--- config.mk ---
export PLATFORM = sky130hd
export DESIGN_NAME = sd_frame_seq_flat
export DESIGN_NICKNAME = d
export VERILOG_FILES = /design/src/rtl/sd_pkg.sv /design/src/rtl/sd_frame_seq_if.sv /design/src/rtl/sd_op_issuer.sv /design/src/rtl/sd_frame_seq.sv /design/src/flat_wrapper.sv
export SDC_FILE = /design/constraint.sdc
export NUM_CORES = 1
export LEC_CHECK = 0
export CAP_MARGIN = 5
export CELL_PAD_IN_SITES_DETAIL_PLACEMENT = 1
export CELL_PAD_IN_SITES_GLOBAL_PLACEMENT = 2
export CORE_ASPECT_RATIO = 0.9
export CORE_MARGIN = 8
export CORE_UTILIZATION = 33
export CTS_BUF_LIST = sky130_fd_sc_hd__clkbuf_2 sky130_fd_sc_hd__clkbuf_4 sky130_fd_sc_hd__clkbuf_8
export CTS_CLUSTER_SIZE = 12
export DETAILED_ROUTE_END_ITERATION = 6
export PLACE_DENSITY = 0.85
export REMOVE_ABC_BUFFERS = 1
export SLEW_MARGIN = 20
export SYNTH_ARGS = -nofsm -noshare
export SYNTH_HDL_FRONTEND = slang
export SYNTH_SLANG_ARGS = --single-unit
--- constraint.sdc ---
create_clock -name clk -period 2.9 [get_ports clk]
set_clock_uncertainty 0.2 [all_clocks]
set_input_delay 0.29 -clock clk [delete_from_list [all_inputs] [get_ports clk]]
set_output_delay 0.29 -clock clk [all_outputs]
set_load 0.005 [all_outputs]
--- src/rtl/sd_pkg.sv ---
// Shared definitions for the SD frame-fetch sequencer:
// frame geometry, SD op-select encoding and FSM state types.
package sd_pkg;

   localparam int BLOCKS_PER_FRAME = 300;
   localparam int ACK_TIMEOUT      = 8;

   typedef enum logic [2:0] {
      OP_NONE = 3'b000,
      OP_INIT = 3'b001,
      OP_READ = 3'b010,
      OP_STRM = 3'b100
   } sd_op_e;

   typedef enum logic [2:0] {
      S_IDLE,
      S_INIT,
      S_CMD,
      S_SINKW,
      S_STRM,
      S_DONE,
      S_ERR
   } seq_state_e;

   typedef enum logic [1:0] {
      I_IDLE,
      I_SETUP,
      I_ACK,
      I_WAIT
   } iss_state_e;

   function automatic logic is_last_blk(input logic [8:0] cnt);
      return cnt == 9'(BLOCKS_PER_FRAME - 1);
   endfunction

endpackage

--- src/rtl/sd_frame_seq_if.sv ---
// Op-select / kick handshake between the frame sequencer
// (master) and the SD card interface (slave).
interface sd_frame_seq_if;

   logic       sd_init;
   logic       sd_read_cmd;
   logic       sd_stream_512B;
   logic       sd_end_of_frame;
   logic [3:0] sd_img_id;
   logic       sd_if_begin;
   logic       sd_if_busy;

   modport master (
      output sd_init,
      output sd_read_cmd,
      output sd_stream_512B,
      output sd_end_of_frame,
      output sd_img_id,
      output sd_if_begin,
      input  sd_if_busy
   );

   modport slave (
      input  sd_init,
      input  sd_read_cmd,
      input  sd_stream_512B,
      input  sd_end_of_frame,
      input  sd_img_id,
      input  sd_if_begin,
      output sd_if_busy
   );

endinterface

--- src/rtl/sd_op_issuer.sv ---
// One SD operation: SETUP (op line held), KICK, ACK with
// timeout, WAIT for busy low, then release the op line.
module sd_op_issuer
   import sd_pkg::*;
(
   input  logic       clk,
   input  logic       rst,
   input  logic       req_i,
   input  sd_op_e     op_i,
   input  logic       eof_i,
   input  logic       if_busy_i,
   output logic [2:0] op_o,
   output logic       eof_o,
   output logic       if_begin_o,
   output logic       op_done_o,
   output logic       op_err_o
);

   localparam logic [3:0] TMR_LAST = 4'(ACK_TIMEOUT - 1);

   iss_state_e st_q;
   sd_op_e     op_q;
   logic       eof_q;
   logic       begin_q;
   logic [3:0] tmr_q;
   logic       fin;
   logic       tmo;

   // completion and timeout are seen on the edge that retires the op
   assign fin = (st_q == I_WAIT) && !if_busy_i;
   assign tmo = (st_q == I_ACK) && !if_busy_i
                && (tmr_q == TMR_LAST);

   assign op_o       = op_q;
   assign eof_o      = eof_q;
   assign if_begin_o = begin_q;
   assign op_done_o  = fin;
   assign op_err_o   = tmo;

   // handshake FSM; op lines and kick are registered
   always_ff @(posedge clk or posedge rst) begin
      if (rst) begin
         st_q    <= I_IDLE;
         op_q    <= OP_NONE;
         eof_q   <= 1'b0;
         begin_q <= 1'b0;
         tmr_q   <= '0;
      end else begin
         begin_q <= 1'b0;
         case (st_q)
            I_IDLE: begin
               if (req_i) begin
                  op_q  <= op_i;
                  eof_q <= eof_i;
                  st_q  <= I_SETUP;
               end
            end
            I_SETUP: begin
               // a stale busy from the card holds off the kick
               if (!if_busy_i) begin
                  begin_q <= 1'b1;
                  tmr_q   <= '0;
                  st_q    <= I_ACK;
               end
            end
            I_ACK: begin
               if (if_busy_i) begin
                  st_q <= I_WAIT;
               end else if (tmo) begin
                  op_q  <= OP_NONE;
                  eof_q <= 1'b0;
                  st_q  <= I_IDLE;
               end else begin
                  tmr_q <= tmr_q + 4'd1;
               end
            end
            I_WAIT: begin
               if (fin) begin
                  op_q  <= OP_NONE;
                  eof_q <= 1'b0;
                  st_q  <= I_IDLE;
               end
            end
            default: st_q <= I_IDLE;
         endcase
      end
   end

endmodule

--- src/rtl/sd_frame_seq.sv ---
// Frame-fetch sequencer: init once, then read/stream pairs
// for every block of the selected image, paced by the sink.
module sd_frame_seq
   import sd_pkg::*;
(
   input  logic           clk,
   input  logic           rst,
   input  logic           start,
   input  logic [3:0]     img_sel,
   input  logic           sink_ready,
   output logic           busy,
   output logic           done,
   output logic           err,
   output logic [8:0]     blk_cnt,
   sd_frame_seq_if.master sd
);

   seq_state_e st_q;
   logic       busy_q;
   logic       done_q;
   logic       err_q;
   logic [8:0] blk_q;
   logic [3:0] img_q;
   logic       inited_q;
   logic       issued_q;

   logic       req;
   sd_op_e     req_op;
   logic       req_eof;
   logic [2:0] op_lines;
   logic       eof_line;
   logic       kick;
   logic       op_done;
   logic       op_err;

   // op request is combinational so SETUP follows the deciding edge
   always_comb begin
      req     = 1'b0;
      req_op  = OP_NONE;
      req_eof = 1'b0;
      case (st_q)
         S_IDLE: begin
            if (start) begin
               req    = 1'b1;
               req_op = inited_q ? OP_READ : OP_INIT;
            end
         end
         S_CMD: begin
            if (!issued_q) begin
               req    = 1'b1;
               req_op = OP_READ;
            end
         end
         S_SINKW: begin
            if (sink_ready) begin
               req     = 1'b1;
               req_op  = OP_STRM;
               req_eof = is_last_blk(blk_q);
            end
         end
         default: ;
      endcase
   end

   sd_op_issuer u_iss (
      .clk        (clk),
      .rst        (rst),
      .req_i      (req),
      .op_i       (req_op),
      .eof_i      (req_eof),
      .if_busy_i  (sd.sd_if_busy),
      .op_o       (op_lines),
      .eof_o      (eof_line),
      .if_begin_o (kick),
      .op_done_o  (op_done),
      .op_err_o   (op_err)
   );

   // frame sequencing; a started frame only ends via DONE or ERR
   always_ff @(posedge clk or posedge rst) begin
      if (rst) begin
         st_q     <= S_IDLE;
         busy_q   <= 1'b0;
         done_q   <= 1'b0;
         err_q    <= 1'b0;
         blk_q    <= '0;
         img_q    <= '0;
         inited_q <= 1'b0;
         issued_q <= 1'b0;
      end else begin
         done_q <= 1'b0;
         err_q  <= 1'b0;
         if (op_err) begin
            err_q    <= 1'b1;
            inited_q <= 1'b0;
            st_q     <= S_ERR;
         end else begin
            case (st_q)
               S_IDLE: begin
                  if (start) begin
                     img_q    <= img_sel;
                     blk_q    <= '0;
                     busy_q   <= 1'b1;
                     issued_q <= 1'b1;
                     st_q     <= inited_q ? S_CMD : S_INIT;
                  end
               end
               S_INIT: begin
                  if (op_done) begin
                     inited_q <= 1'b1;
                     issued_q <= 1'b0;
                     st_q     <= S_CMD;
                  end
               end
               S_CMD: begin
                  if (!issued_q) begin
                     issued_q <= 1'b1;
                  end else if (op_done) begin
                     st_q <= S_SINKW;
                  end
               end
               S_SINKW: begin
                  if (sink_ready) begin
                     st_q <= S_STRM;
                  end
               end
               S_STRM: begin
                  if (op_done) begin
                     blk_q <= blk_q + 9'd1;
                     if (is_last_blk(blk_q)) begin
                        done_q <= 1'b1;
                        st_q   <= S_DONE;
                     end else begin
                        issued_q <= 1'b0;
                        st_q     <= S_CMD;
                     end
                  end
               end
               S_DONE: begin
                  busy_q <= 1'b0;
                  st_q   <= S_IDLE;
               end
               S_ERR: begin
                  busy_q <= 1'b0;
                  st_q   <= S_IDLE;
               end
               default: st_q <= S_IDLE;
            endcase
         end
      end
   end

   assign busy    = busy_q;
   assign done    = done_q;
   assign err     = err_q;
   assign blk_cnt = blk_q;

   assign sd.sd_init         = op_lines[0];
   assign sd.sd_read_cmd     = op_lines[1];
   assign sd.sd_stream_512B  = op_lines[2];
   assign sd.sd_end_of_frame = eof_line;
   assign sd.sd_img_id       = img_q;
   assign sd.sd_if_begin     = kick;

endmodule

--- src/flat_wrapper.sv ---
// flat-port wrapper written by rule: the top's interface ports become plain ports
module sd_frame_seq_flat import sd_pkg::*;
  (clk, rst, start, img_sel, sink_ready, busy, done, err, blk_cnt, sd_sd_init, sd_sd_read_cmd, sd_sd_stream_512B, sd_sd_end_of_frame, sd_sd_img_id, sd_sd_if_begin, sd_sd_if_busy);
  sd_frame_seq_if sd_i ();
  input  logic clk;
  input  logic rst;
  input  logic start;
  input  logic [3:0] img_sel;
  input  logic sink_ready;
  output logic busy;
  output logic done;
  output logic err;
  output logic [8:0] blk_cnt;
  output wire logic [$bits(sd_i.sd_init)-1:0] sd_sd_init;
  output wire logic [$bits(sd_i.sd_read_cmd)-1:0] sd_sd_read_cmd;
  output wire logic [$bits(sd_i.sd_stream_512B)-1:0] sd_sd_stream_512B;
  output wire logic [$bits(sd_i.sd_end_of_frame)-1:0] sd_sd_end_of_frame;
  output wire logic [$bits(sd_i.sd_img_id)-1:0] sd_sd_img_id;
  output wire logic [$bits(sd_i.sd_if_begin)-1:0] sd_sd_if_begin;
  input wire logic [$bits(sd_i.sd_if_busy)-1:0] sd_sd_if_busy;
  assign sd_sd_init = sd_i.sd_init;
  assign sd_sd_read_cmd = sd_i.sd_read_cmd;
  assign sd_sd_stream_512B = sd_i.sd_stream_512B;
  assign sd_sd_end_of_frame = sd_i.sd_end_of_frame;
  assign sd_sd_img_id = sd_i.sd_img_id;
  assign sd_sd_if_begin = sd_i.sd_if_begin;
  assign sd_i.sd_if_busy = sd_sd_if_busy;
  sd_frame_seq u_core (.clk(clk), .rst(rst), .start(start), .img_sel(img_sel), .sink_ready(sink_ready), .busy(busy), .done(done), .err(err), .blk_cnt(blk_cnt), .sd(sd_i));
endmodule
==> flow_metrics.tcl <==
set metrics [dict create \
    multi_input_area_um2 862 \
    drv_slew 0 \
    drt.antenna.violating_nets 0 \
    cts_tree "done" \
    yosysTopAreaCellShare_pct 46.1 \
    cts_max_level 2 \
    wl_met3_um 108 \
    io_pins 30 \
    synth.avg_cell_area_um2 9.34 \
    fin_tns_setup_ns 0 \
    crit_buf_inv 1 \
    path_class "reg2reg" \
    dpl.cell_count 282 \
    synth_seq_cells 32 \
    instances_no_fill 290 \
    postCtsHoldBufs 0 \
    max_slew_margin_pct 65.5 \
    syn_to_final_growth_pct 28.1 \
    start_util_pct 33.6 \
    die_area_um2 7840 \
    clock_latency_ns 0.28 \
    grt_max_degree 33 \
    grt_pass1_vias 1488 \
    dpl.hpwl_mm 3.24 \
    wl_mm 4.34 \
    crit_family "simple AND/OR/NAND/NOR gates" \
    cts_resized 0 \
    synthTopCellsByArea "dfrtp_1 46%, nor2_1 5.8%, xnor2_1 4.0%, nand2_1 3.7%, o21ai_0 3.2%" \
    worst_ir_drop_vdd_mv 0.234 \
    grt_pass1_wl_mm 7.58 \
    maxCapViolations 0 \
    p_clk_share_pct 42.5 \
    dr_wl_met2_mm 2.05 \
    p_comb_share_pct 3.9 \
    portBuffers 29 \
    status "completed" \
    hold_ws_ns 0.201 \
    slowest_stage "dfrtp_1" \
    required_ns 2.86 \
    critPathMaxStageDelay_ns 0.51 \
    critPathCaptureType "flop" \
    synth_edf_count 0 \
    hold_viol_final 0 \
    die_w_um 92.5 \
    clock_sinks 32 \
    p_leak_nw 0.971 \
    ys.warnings.count 0 \
    path_cells "or3b_1, or2_4, clkinv_4, nor2_1, and3_1, mux2_1" \
    diodes 0 \
    via_per_inst 4.97 \
    fmax_ghz 0.420 \
    finalPower_mw 0.835 \
    min_path_type "in2async" \
    vias 1440 \
    clkTransAtPathRegs_ns 0.07 \
    first_pass_iters 4 \
    post_drt_wl_per_cell_um 15.0 \
    p_sw_mw 0.183 \
    cts_buffer_depth 2 \
    fin_crit_sh_pct 82.0 \
    p_sw_share_pct 21.9 \
    final_core_util_pct 43.1 \
    r2r_cells 6 \
    place.gp.congestion 0.752 \
    drcViolationCount 0 \
    grt.overflow.total 0 \
    fin_crit_ns 2.38 \
    syn_area_um2 1740 \
    fillers 592 \
    initialDrtViolationCount 57 \
    synth_top_flop_cell "dfrtp_1" \
    post_cts_buffers 0 \
    antenna_found_initial 0 \
    start_kind "flop" \
    cts_buffers 5 \
    seqPwrFrac_pct 53.7 \
    cellPowerDensity_nw_per_um2 375 \
    synth-async-reset-ratio_pct 100 \
    ys_seq_area_share_pct 46.1 \
    core_um2 5160 \
    cts_root_buf "clkbuf_8" \
    synthDistinctLibCells 49 \
    drt-met1-wl_mm 2.14 \
    r2r-end "u_core.sd.sd_img_id[3]$_DFFE_PP0P_" \
    rsz0062_at_grt "no" \
    setup_violations 0 \
    tightest_slew_ns 0.517 \
    die_y_um 84.8 \
    reg2reg_from "u_core.u_iss.st_q[0]$_DFFE_PP0P_" \
    yosysTopAreaCell "dfrtp_1" \
    crit_arrival_ns 2.34 \
    regArea_um2 801 \
    fin_nets 233 \
    path_max_fanout 14 \
    syn_inst 186 \
    highest_layer "met4" \
    row_count 25 \
    p_int_mw 0.652 \
    ff2ff_setup_slack_ns 0.52 \
    drive_above_1_share_pct 12.1 \
    track_usage_pct 11.8 \
]
-- worst max path at each step --
stage | from | endpoint | slack [ns] | cells past startpoint
floorplan | u_core.u_iss.tmr_q[0]$_DFFE_PP0P_ | u_core.sd.sd_img_id[3]$_DFFE_PP0P_ | 0.70 | 7
global placement | sd_sd_if_busy | u_core.sd.sd_img_id[3]$_DFFE_PP0P_ | 0.30 | 7
detailed placement | sd_sd_if_busy | u_core.sd.sd_img_id[3]$_DFFE_PP0P_ | 0.27 | 7
CTS | u_core.u_iss.st_q[0]$_DFFE_PP0P_ | u_core.sd.sd_img_id[3]$_DFFE_PP0P_ | 0.49 | 6
global route | u_core.u_iss.st_q[0]$_DFFE_PP0P_ | u_core.sd.sd_img_id[3]$_DFFE_PP0P_ | 0.40 | 6
finish | u_core.u_iss.st_q[0]$_DFFE_PP0P_ | u_core.sd.sd_img_id[3]$_DFFE_PP0P_ | 0.52 | 6
-- sequential cells by signal (all words and copies together), names as in the netlist --
signal                   flops
u_core.err                   1
u_core.u_iss.tmr_q           4
u_core.blk_cnt               9
u_core.issued_q              1
u_core.u_iss.st_q            2
u_core.sd.sd_img_id          4
u_core.u_iss.eof_o           1
u_core.u_iss.if_begin_o      1
u_core.inited_q              1
u_core.busy                  1
u_core.done                  1
u_core.st_q                  3
u_core.u_iss.op_o            3
-- power groups by stage --
| stage | registers [mW] | logic, mW | clock network (mW) |
|---|---|---|---|
| 6_report | 0.448 | 0.0324 | 0.354 |
| 5_1_grt | 0.448 | 0.0369 | 0.393 |
| 4_1_cts | 0.448 | 0.0340 | 0.376 |
| 3_5_place_dp | 0.456 | 0.0338 | 0 |
| 3_3_place_gp | 0.456 | 0.0339 | 0 |
| 2_1_floorplan | 0.456 | 0.0119 | 0 |
-- worst register-to-register path: stages (launching register included) --
cell,delay (ns)
dfrtp_1,0.51
or3b_1,0.43
or2_4,0.27
clkinv_4,0.08
nor2_1,0.05
and3_1,0.34
mux2_1,0.37
-- Yosys cell counts (2+ instances only) --
cell and instances:
dfrtp_1 32, nor2_1 27, nand2_1 17, o21ai_0 11, nand3_1 8, xnor2_1 8
a21oi_1 6, clkbuf_1 6, inv_1 6, nor3_1 6, o21ai_1 5, a31oi_1 3
and3_1 3, mux2_1 3, mux2_4 3, mux2i_1 3, nor2b_1 3, a22oi_1 2
ha_1 2, nand2b_1 2, nor4_1 2
-- final cells by class --
| class | instances | share of cell area, % |
|---|---|---|
| inverters | 8 | 1.57 |
| multi-input cells | 138 | 38.8 |
| clock inverters | 2 | 0.450 |
| clock buffers | 6 | 3.71 |
| well taps | 67 | 3.77 |
| flip-flops and latches | 32 | 36.0 |
| repair buffers | 37 | 15.7 |
-- metal layers --
metal | vias to the layer above | GRT usage, %
met1 | 697 | 15.8
met2 | 17 | 18.2
met4 | 0 | 3.95
met3 | 4 | 2.73
met5 | - | 0
li1 | 722 | -
-- cell usage in the layout, fill, tap and decap left out, drive strengths merged, types with 3 or more instances in the layout --
cell           netlist  routed
dfrtp               32      32
clkdlybuf4s50        0      29
nor2                27      27
nand2               17      17
o21ai               17      17
nand3                8       8
xnor2                8       8
buf                  2       8
inv                  7       7
nor3                 7       7
mux2                 7       7
a21oi                6       6
clkbuf               6       6
nor2b                4       4
a31oi                3       3
mux2i                3       3
and3                 3       3
clkinv               1       3
-- cells by family after synthesis --
family          share of synthesized area (%)
flops                                    46.1
fa+ha+maj                                1.44
xor+xnor                                 4.03
simple gates                             23.3
compound gates                           14.0
mux                                      6.92
buf+inv                                  4.25
-- stage by stage --
step                      instance area [um2]  setup WS, ns
after global routing                     2220         0.400
final                                    2220         0.521
after global placement                   2130         0.296
after floorplan                          1700         0.700
after CTS                                2220         0.489
after detailed placement                 2130         0.275
Power figures use the tool's default switching activity.
